==> src/rtl/hamming_decoder_ctrl.sv <==
// hamming_decoder_ctrl
// Serial Hamming(15,11) decoder controller. Counts 15 code bits into an
// external serial-in shifter, computes the syndrome for one cycle, corrects
// a single-bit error and presents the 11-bit payload on a valid/ready
// output handshake.
// Optional feature: define HAMMING_DECODER_ERR_COUNT_EN to add a saturating
// 8-bit count of frames decoded with a nonzero syndrome (port err_count).
module hamming_decoder_ctrl (
  input  logic        clk,
  input  logic        reset,
  input  logic        bit_valid,
  output logic        bit_ready,
  output logic        shift,
  input  logic [14:0] word_in,
  output logic [10:0] data_out,
  output logic        out_valid,
  input  logic        out_ready,
  output logic [3:0]  syndrome,
  output logic        err_corrected
`ifdef HAMMING_DECODER_ERR_COUNT_EN
  ,
  output logic [7:0]  err_count
`endif
);

  typedef enum logic [1:0] {
    COLLECT = 2'd0,
    CHECK   = 2'd1,
    OUTPUT  = 2'd2
  } state_t;

  state_t      state;
  logic [3:0]  bit_cnt;
  logic [3:0]  syn_c;
  logic [14:0] fixed_c;
  logic [10:0] data_c;

  // Syndrome is the XOR of the 1-based positions of all set bits.
  function automatic logic [3:0] calc_syndrome(input logic [14:0] w);
    logic [3:0] s;
    s = 4'd0;
    for (int i = 0; i < 15; i++) begin
      if (w[i]) s = s ^ 4'(i + 1);
    end
    return s;
  endfunction

  // Flip the bit named by the syndrome; zero syndrome leaves the word alone.
  function automatic logic [14:0] correct_word(input logic [14:0] w,
                                               input logic [3:0]  s);
    logic [14:0] flip;
    flip = 15'd0;
    if (s != 4'd0) flip = 15'd1 << (s - 4'd1);
    return w ^ flip;
  endfunction

  // Payload sits at every non-power-of-two position.
  function automatic logic [10:0] extract_data(input logic [14:0] w);
    return {w[14:8], w[6:4], w[2]};
  endfunction

  assign shift   = bit_valid & bit_ready;
  assign syn_c   = calc_syndrome(word_in);
  assign fixed_c = correct_word(word_in, syn_c);
  assign data_c  = extract_data(fixed_c);

  // Frame control FSM with registered handshake and result outputs.
  always_ff @(posedge clk) begin
    if (reset) begin
      state         <= COLLECT;
      bit_cnt       <= 4'd0;
      bit_ready     <= 1'b1;
      out_valid     <= 1'b0;
      data_out      <= 11'h000;
      syndrome      <= 4'h0;
      err_corrected <= 1'b0;
`ifdef HAMMING_DECODER_ERR_COUNT_EN
      err_count     <= 8'h00;
`endif
    end else begin
      case (state)
        COLLECT: begin
          if (shift) begin
            if (bit_cnt == 4'd14) begin
              bit_cnt   <= 4'd0;
              bit_ready <= 1'b0;
              state     <= CHECK;
            end else begin
              bit_cnt <= bit_cnt + 4'd1;
            end
          end
        end
        // ---- CHECK -> OUTPUT: result registers load here ----
        CHECK: begin
          data_out      <= data_c;
          syndrome      <= syn_c;
          err_corrected <= (syn_c != 4'd0);
          out_valid     <= 1'b1;
          state         <= OUTPUT;
`ifdef HAMMING_DECODER_ERR_COUNT_EN
          if ((syn_c != 4'd0) && (err_count != 8'hFF))
            err_count <= err_count + 8'd1;
`endif
        end
        // ---- OUTPUT: hold until the consumer takes the word ----
        OUTPUT: begin
          if (out_valid && out_ready) begin
            out_valid <= 1'b0;
            bit_ready <= 1'b1;
            state     <= COLLECT;
          end
        end
        default: begin
          state     <= COLLECT;
          bit_cnt   <= 4'd0;
          bit_ready <= 1'b1;
          out_valid <= 1'b0;
        end
      endcase
    end
  end

endmodule
==> config.mk <==
export PLATFORM = sky130hd
export DESIGN_NAME = hamming_decoder_ctrl
export DESIGN_NICKNAME = d
export VERILOG_FILES = /design/src/rtl/hamming_decoder_ctrl.sv
export SDC_FILE = /design/constraint.sdc
export NUM_CORES = 1
export LEC_CHECK = 0
export ABC_AREA = 0
export CAP_MARGIN = 10
export CORE_MARGIN = 1
export CORE_UTILIZATION = 56
export DETAILED_ROUTE_END_ITERATION = 12
export GPL_TIMING_DRIVEN = 0
export HOLD_SLACK_MARGIN = 0.12
export PLACE_DENSITY_LB_ADDON = 0.08
export RECOVER_POWER = 100
export SLEW_MARGIN = 10
export SYNTH_ARGS = -nofsm -noshare
export SYNTH_HDL_FRONTEND = slang
export SYNTH_SLANG_ARGS = --single-unit
==> constraint.sdc <==
create_clock -name clk -period 5.3 [get_ports clk]
set_clock_uncertainty 0.2 [all_clocks]
set_input_delay 1.06 -clock clk [delete_from_list [all_inputs] [get_ports clk]]
set_output_delay 1.06 -clock clk [all_outputs]
set_load 0.05 [all_outputs]
==> summary.md <==
| Metric | Value |
|---|---|
| Status | `finished clean` |
| Largest net degree at the start of global routing | `14` |
| Port buffer count | `37` |
| R2r endpoint | `bit_cnt[3]` |
| Ports | `38` |
| Total gr overflow | `0` |
| Max_cap viols | `0` |
| Total iterations of the first detailed-routing run | `5` |
| Worst r2r src | `state[0]` |
| Hold WC Path Type | `register to register` |
| Reg clk slew, reported paths | `0.13 ns` |
| Overall routing resource usage | `31.8%` |
| Netlist cell types | `37` |
| Number of flops mapped to enable cells by yosys | `0` |
| Worst Max-Slew Pin Slew | `0.876 ns` |
| Placed insts | `299` |
| Setup_tns | `0 ns` |
| Reg2reg setup slack | `3.39 ns` |
| Crit start category | `input pin` |
| DIE WIDTH | `59.8 um` |
| Final period util | `72.6%` |
| Initial antenna violation count | `0` |
| Top cells by instance count after synthesis | `nand3_1, dfxtp_1, nor3b_1` |
| Hold Path Origin | `err_corrected` |
| Final Power | `467 uW` |
| CTS sink count | `24` |
| Finished Cell Area | `0.00231 mm^2` |
| Seq/Total Area, Yosys | `25.7%` |
| Routability-driven placement congestion ratio | `0.953` |
| Synth top area share | `25.7%` |
| Worst reg2reg path depth | `6` |
| # H-tree levels | `1` |
| Layout cell share with drive strength beyond 1 | `6.56%` |
| Final WL | `5260 um` |
| Unrepaired setup endpoints after global routing | `no` |
| Placed cell areas | `0.00230 mm^2` |
| DP Wirelength | `3930 um` |
| Pre-CTS setup slack | `1.57 ns` |
| Chip height | `59.8 um` |
| CP max FO | `8` |
| Routed Antenna Nets | `0` |
| FFs w/ async S/R, synth | `0%` |
| Global-route wire length before repair | `8510 um` |
| Hold Crit Depth | `1` |
| Critical path required time | `5.33 ns` |
| Max_slew headroom | `41.2%` |
| 1st-iter DRT viols | `161` |
| Clock buffer depth | `2` |
| Cells after synthesis | `218` |
| P_leak | `0.910 nW` |
| Non-Filler Instances | `303` |
| Ys flop type | `dfxtp_1` |
| Most common cell in the netlist | `nand3_1` |
| Nets | `284` |
| Clk root buf | `clkbuf_4` |
| F_max | `260 MHz` |
| Layout Utilization | `74.3%` |
| Vias in the first global route | `1818` |
| Synth-to-layout area growth | `23.3%` |
| Final hold slack | `0.294 ns` |
| Antenna diodes | `0` |
| CTS tree | `yes` |
| Hold Crit Endpoint | `err_corrected` |
| DRC | `0` |
| CTS buffer count | `3` |
| Clock Latency Late Sink | `0.33 ns` |
| Final Setup Violations | `0` |
| Mapped Nets | `242` |
| Drt wl/cell | `17.3 um` |
| Crit path time final | `3.85 ns` |
| Worst VDD drop | `0.000109 V` |
| CP arrival | `3.87 ns` |
| Core footprint | `0.00310 mm^2` |
| Synth area leader | `dfxtp_1` |
| Via count | `1921` |
| Average footprint of a synthesized cell | `8.58 um^2` |
| Starting Density | `60.3%` |
| Die area | `0.00358 mm^2` |
| DR vias/cell | `6.34` |
| Pwr Density | `203 mW/mm^2` |
| Post-CTS Setup Repair Bufs | `0` |
| Largest cells by area after synthesis | `dfxtp_1, nand3_1, nor3b_1` |
| Synth Register Bits | `24` |
| Final Hold Vio Count | `0` |
| Critical path class | `input pin to register` |
| Post-Syn Area | `0.00187 mm^2` |
| Crit. End Element | `register` |
| # rows | `20` |
| Yosys warning count | `0` |
| Setup ws final | `1.45 ns` |
| Hold-fix buffers, CTS | `0` |
| Post_cts resized | `0` |
| Pins Over Slew Limit | `0` |
==> worst max-delay path by stage <==
stage / to / start / cells after the start / slack (ns)
after global routing: shift / bit_valid / 4 / 1.41
after floorplan: data_out[7] / word_in[10] / 5 / 2.46
after detailed placement: data_out[0] / word_in[10] / 6 / 1.57
after CTS: shift / bit_valid / 4 / 1.59
after global placement: data_out[7] / word_in[10] / 6 / 1.62
final: data_out[0] / word_in[10] / 6 / 1.45
==> registers in the layout (all words and copies together) (netlist names) <==
| signal | cells |
|---|---|
| state | 2 |
| syndrome | 4 |
| bit_ready | 1 |
| err_corrected | 1 |
| bit_cnt | 4 |
| data_out | 11 |
| out_valid | 1 |
==> area by class of cell <==
| class | count | area, um^2 |
|---|---|---|
| Tap cell | 44 | 55.1 |
| Clock buffer | 4 | 36.3 |
| Buffer | 9 | 35.0 |
| Inverter | 5 | 18.8 |
| Fill cell | 270 | 797 |
| Timing Repair Buffer | 37 | 370 |
| Sequential cell | 24 | 480 |
| Multi-Input combinational cell | 180 | 1310 |
==> critical path, cell delays in order <==
cell and delay (ns):
dlygate4sd3_1 0.68, xor3_1 0.58, xnor2_1 0.66, nor3_1 0.29
o221ai_1 0.24, or3b_1 0.35
==> where the power goes <==
group	internal, mW	leakage [nW]	switching, mW
Sequential	0.182	0.194	0.00163
Combinational	0.0561	0.695	0.128
Clock	0.0421	0.0210	0.0578
Total	0.280	0.910	0.187
==> cell usage in the layout, fill, tap and decap left out, types with 3 or more instances in the layout <==
cell type / netlist / layout
dlygate4sd3_1: 0 / 23
nor3b_1: 20 / 20
inv_1: 5 / 5
xnor2_1: 11 / 12
xnor2_2: 6 / 5
nor3_2: 4 / 3
a21oi_1: 4 / 4
clkbuf_1: 5 / 8
xor2_1: 4 / 4
nand2_1: 12 / 12
a31oi_1: 9 / 9
clkdlybuf4s50_1: 0 / 14
dfxtp_1: 24 / 24
o21ai_0: 5 / 5
nor3_1: 13 / 15
nand3_1: 33 / 33
a311oi_1: 4 / 4
clkbuf_4: 0 / 3
and3_1: 8 / 8
nor2_1: 6 / 6
nand2b_1: 3 / 3
ha_1: 5 / 5
o221ai_1: 12 / 12
==> routing by layer <==
metal / global-route usage [%] / vias to the layer above / routed length [um]
li1: - / 909 / -
met1: 39.1 / 888 / 2090
met2: 54.6 / 113 / 2610
met3: 4.55 / 11 / 461
met4: 14.0 / 0 / 101
met5: 0 / - / 0
==> logic make-up after synthesis <==
family,synth area share [%]
compound gates,15.8
buf+inv,2.94
mux,0.535
xor+xnor,18.1
fa+ha+maj,3.34
flops,25.7
simple gates,33.6
(Power assumes the default switching activity.)
